### src/rtl/processador_multiciclo.sv
// Multi-cycle 16-bit processor: eight registers, shared bus, 2-bit step counter.
// Optional macro PROC_LOGIC_OPS_EN turns opcodes 100/101 into and/xor.

module proc_reg (
  input  logic        clk,
  input  logic        en,
  input  logic [15:0] d,
  output logic [15:0] Q
);
  // General registers are deliberately left without a reset.
  always_ff @(posedge clk) begin
    if (en) Q <= d;
  end
endmodule

module processador_multiciclo (
  input  logic        Clock,
  input  logic        Resetn,
  input  logic [15:0] DIN,
  input  logic        Run,
  output logic        Done,
  output logic [15:0] BusWires
);
  typedef enum logic [1:0] {T0 = 2'd0, T1 = 2'd1, T2 = 2'd2, T3 = 2'd3} step_t;

  step_t       Tstep, next_step;
  logic [8:0]  IR;
  logic [15:0] A, G, alu_result;
  logic [2:0]  opcode, rx, ry;
  logic [7:0]  rx_oh, ry_oh, r_in, r_out;
  logic        g_out, din_out, a_in, g_in, ir_in, three_step;
  logic [15:0] r_q [8];

  assign opcode = IR[8:6];
  assign rx     = IR[5:3];
  assign ry     = IR[2:0];
  assign rx_oh  = 8'b1 << rx;
  assign ry_oh  = 8'b1 << ry;

`ifdef PROC_LOGIC_OPS_EN
  assign three_step = (opcode == 3'b010) || (opcode == 3'b011) ||
                      (opcode == 3'b100) || (opcode == 3'b101);
`else
  assign three_step = (opcode == 3'b010) || (opcode == 3'b011);
`endif

  proc_reg R0 (.clk(Clock), .en(r_in[0]), .d(BusWires), .Q(r_q[0]));
  proc_reg R1 (.clk(Clock), .en(r_in[1]), .d(BusWires), .Q(r_q[1]));
  proc_reg R2 (.clk(Clock), .en(r_in[2]), .d(BusWires), .Q(r_q[2]));
  proc_reg R3 (.clk(Clock), .en(r_in[3]), .d(BusWires), .Q(r_q[3]));
  proc_reg R4 (.clk(Clock), .en(r_in[4]), .d(BusWires), .Q(r_q[4]));
  proc_reg R5 (.clk(Clock), .en(r_in[5]), .d(BusWires), .Q(r_q[5]));
  proc_reg R6 (.clk(Clock), .en(r_in[6]), .d(BusWires), .Q(r_q[6]));
  proc_reg R7 (.clk(Clock), .en(r_in[7]), .d(BusWires), .Q(r_q[7]));

  always_comb begin
    Done      = 1'b0;
    r_in      = '0;
    r_out     = '0;
    g_out     = 1'b0;
    din_out   = 1'b0;
    a_in      = 1'b0;
    g_in      = 1'b0;
    ir_in     = 1'b0;
    next_step = Tstep;
    unique case (Tstep)
      T0: begin
        ir_in     = Run;
        next_step = Run ? T1 : T0;
      end
      T1: begin
        if (opcode == 3'b000) begin
          r_out = ry_oh;
          r_in  = rx_oh;
          Done  = 1'b1;
        end else if (opcode == 3'b001) begin
          din_out = 1'b1;
          r_in    = rx_oh;
          Done    = 1'b1;
        end else if (three_step) begin
          r_out = rx_oh;
          a_in  = 1'b1;
        end else begin
          Done = 1'b1;
        end
        next_step = Done ? T0 : T2;
      end
      T2: begin
        r_out     = ry_oh;
        g_in      = 1'b1;
        next_step = T3;
      end
      T3: begin
        g_out     = 1'b1;
        r_in      = rx_oh;
        Done      = 1'b1;
        next_step = T0;
      end
    endcase
  end

  // Selects are one-hot, so OR-ing the gated sources forms the mux; idle bus reads zero.
  always_comb begin
    BusWires = '0;
    for (int i = 0; i < 8; i++) begin
      if (r_out[i]) BusWires = BusWires | r_q[i];
    end
    if (g_out)   BusWires = BusWires | G;
    if (din_out) BusWires = BusWires | DIN;
  end

  always_comb begin
    case (opcode)
      3'b011:  alu_result = A - BusWires;
`ifdef PROC_LOGIC_OPS_EN
      3'b100:  alu_result = A & BusWires;
      3'b101:  alu_result = A ^ BusWires;
`endif
      default: alu_result = A + BusWires;
    endcase
  end

  always_ff @(posedge Clock or negedge Resetn) begin
    if (!Resetn) begin
      Tstep <= T0;
      IR    <= '0;
      A     <= '0;
      G     <= '0;
    end else begin
      Tstep <= next_step;
      if (ir_in) IR <= DIN[8:0];
      if (a_in)  A  <= BusWires;
      if (g_in)  G  <= alu_result;
    end
  end
endmodule

### config.mk
export PLATFORM = sky130hd
export DESIGN_NAME = processador_multiciclo
export DESIGN_NICKNAME = d
export VERILOG_FILES = /design/src/rtl/processador_multiciclo.sv
export SDC_FILE = /design/constraint.sdc
export NUM_CORES = 1
export LEC_CHECK = 0
export CORE_MARGIN = 4
export CORE_UTILIZATION = 45
export CTS_BUF_LIST = sky130_fd_sc_hd__clkbuf_4
export DETAILED_ROUTE_END_ITERATION = 7
export GPL_ROUTABILITY_DRIVEN = 0
export PLACE_DENSITY = 0.67
export SLEW_MARGIN = 0
export SYNTH_ARGS = -nofsm -noshare
export SYNTH_HDL_FRONTEND = slang
export SYNTH_SLANG_ARGS = --single-unit
export TNS_END_PERCENT = 20
### constraint.sdc
create_clock -name Clock -period 6.8 [get_ports Clock]
set_clock_uncertainty 0.15 [all_clocks]
set_input_delay 1.36 -clock Clock [delete_from_list [all_inputs] [get_ports Clock]]
set_output_delay 1.36 -clock Clock [all_outputs]
set_load 0.01 [all_outputs]
==> metrics.cfg <==
[worst_setup_path]
crit_start=Tstep[0]
critical_path_required_ns=7.13
cp_max_fo=10
reg2reg_to=G[15]
r2r_slack_ns=0.69
r2r_start=Tstep[0]
setup.worst_path.end=G[15]
crit_type=flop to flop
crit_path_end_kind=flop
start_kind=flop
worst_ep_arrival_time_ns=6.43
reg2reg_depth=19

[cells_and_area]
final_cells=884
synthToLayoutAreaGrowth_pct=12.0
fin_util_pct=51.5
multi_input_area_um2=2800
seq_area_um2=4920
nNetsFinal=687
drive_gt1_share_pct=16.1
fill_cells=1464

[yosys]
synth_ff_type=edfxtp_1
synth_fa_ha_area_share_pct=3.54
synthArstFlopShare_pct=25.1
syn_inst=599
synth_top_family_by_area=compound AO/OA/AOI/OAI gates
synthMuxAreaShare_pct=2.95
synthesis.area_um2=7980
synth-simple-area-share_pct=11.8
synth_edf_count=128
synth.area.top_cells=edfxtp_1 48%, dfrtp_1 13%, ha_1 3.3%
synth_top_area_cell=edfxtp_1
syn_area_per_cell_um2=13.3
ys_seq_area_share_pct=61.7
synth_xor_xnor_area_share_pct=2.81
synthesis.nets=640
ys_ff_latch=171
synth.top_cell.area_share_pct=48.2
yosys_warnings=0
synth.distinct_cells=69
synth_compound_area_share_pct=13.8

[run_status]
status=completed

[timing]
finalCritPeriodShare_pct=89.8
drv_slew=0
finalSetupViolCount=0
relSlewSlack_pct=33.9
hold_viol=0
max_freq_mhz=164
worst_pin_slew_ns=0.992
finalSetupTns_ns=0
rsz0062_at_grt=false
layout_min_cycle_time_ns=6.11

[die]
fp.dieW_um=141
start_util_pct=46.0
rows=48
fp.dieH_um=141
ios=36
die_area_um2=19900
coreArea_um2=17400

[drt]
ant_nets=0
vias=5241
drc_errors=0
first_iter_violations=585
first_pass_iters=5
wl_mm=19.2
wire_per_inst_um=21.7
via_per_inst=5.93

[global_route]
grt_util_met3_pct=4.07
met1_usage_pct=27.0
grt_usage_pct=20.0
grt_first_pass_wirelength_mm=30.1
grt_max_degree=44
overflow=0
grt-busiest-layer=met2
grt_pass1_vias=5287
antenna_found_initial=1
met2_usage_pct=32.7

[cts]
numCtsBuffers=17
cts_max_level=4
cts_tree=built
cts_hold_buf=0
clk_latency_ns=0.57
root_buffer=clkbuf_4
cts_resized=0
cts_sinks=171
post-cts-setup-buffers=0
cts_buffer_depth=2
clk_transition_reported_paths_ns=0.15

[placement]
post-dp-hpwl_mm=13.1
portBuffers=35
dp_cells=852

[hold_path]
hold_class=flop to flop

[run]
max-cap-violations=0

-- Yosys cell counts, types with 2 or more instances --
master,n
o31ai_1,4
nor2_1,22
o21ai_0,47
a21oi_1,12
a221oi_1,7
xor2_1,6
buf_6,6
nand3b_1,3
xnor2_1,17
buf_2,9
mux2_2,20
buf_4,3
a31o_2,2
edfxtp_1,128
nor3_2,6
o21a_1,3
or2_2,2
a222oi_1,9
or2_1,4
inv_2,2
a21o_1,4
nand2b_1,5
or3_1,3
a22o_1,21
and2_1,2
a22oi_1,11
nand2_1,46
nand4_1,9
dfrtp_1,43
nor2b_1,4
a211oi_1,2
nor3_1,8
inv_1,24
clkbuf_1,9
nor4_4,2
o211ai_2,2
o2111a_1,4
and3_1,11
ha_1,21
nand4b_1,5
nand3_1,12
nand3_2,4
a221o_1,7
a2111oi_0,2
o2111ai_1,2
-- cell families after synthesis --
kind of cell	after synthesis
compound gates	149
xor+xnor	24
fa+ha+maj	22
buf+inv	55
flops	171
mux	21
simple gates	157
-- sequential cells by signal (all words and copies together), names as in the netlist, named ones only --
register,flops
R7.Q,16
IR,9
G,16
R2.Q,16
R1.Q,16
R0.Q,16
Tstep,1
R6.Q,16
R4.Q,16
A,16
R5.Q,16
R3.Q,16
-- layout by cell type, fill, tap and decap left out, types with 18 or more instances in the layout --
| cell | count |
|---|---|
| clkbuf_4 | 18 |
| o21ai_0 | 47 |
| clkdlybuf4s50_1 | 34 |
| nor2_1 | 22 |
| nand2_1 | 46 |
| a22o_1 | 21 |
| edfxtp_1 | 128 |
| buf_4 | 22 |
| ha_1 | 21 |
| mux2_2 | 20 |
| inv_1 | 24 |
| dfrtp_1 | 43 |
-- critical path, cell delays in order, from the launching register on --
cell       delay [ns]
dfrtp_1          0.43
inv_1            0.09
ha_1             0.46
nand4b_1         0.30
nor4_2           0.64
or2_1            0.52
a22oi_1          0.15
and3_1           0.34
a21oi_1          0.25
xnor2_1          0.17
ha_1             0.31
o2111ai_1        0.11
nand4b_1         0.16
a21o_1           0.21
a21oi_1          0.25
o21ai_0          0.20
or3_1            0.36
a311o_1          0.28
xnor3_1          0.34
mux2_2           0.27
-- worst min path at each step --
stage | from | to | slack [ns] | depth (start not counted)
2_1_floorplan | A[0] | A[0] | 0.30 | 2
3_3_place_gp | A[0] | A[0] | 0.32 | 2
3_5_place_dp | A[0] | A[0] | 0.32 | 2
4_1_cts | A[0] | A[0] | 0.35 | 2
5_1_grt | A[2] | A[2] | 0.39 | 2
6_report | A[0] | A[0] | 0.35 | 2
-- routing by layer --
metal | vias to the layer above | share of wire (%)
met3 | 23 | 6.2
li1 | 2405 | -
met4 | 0 | 1.6
met1 | 2628 | 43
met5 | - | 0
met2 | 185 | 49
-- layout make-up --
type / instances / share of cell area [%]
Timing Repair Buffer: 57 / 5.71
Clock inverter: 13 / 2.09
Sequential cell: 171 / 55.1
Multi-Input combinational cell: 373 / 31.4
Tap cell: 225 / 3.15
Antenna cell: 1 / 0.0280
Clock buffer: 18 / 1.51
Inverter: 26 / 1.09
-- through the flow --
stage               worst slack (ns)  cell area, um2  hold WS (ns)
floorplan                       1.59            7980         0.300
global placement               0.779            8610         0.319
detailed placement             0.597            8610         0.320
CTS                            0.742            8930         0.352
global route                   0.260            8930         0.395
finish                         0.691            8930         0.352
Power is left out: the tool's default activity adds up to more than one toggle a clock period on the data nets, which glitch-free logic cannot reach.
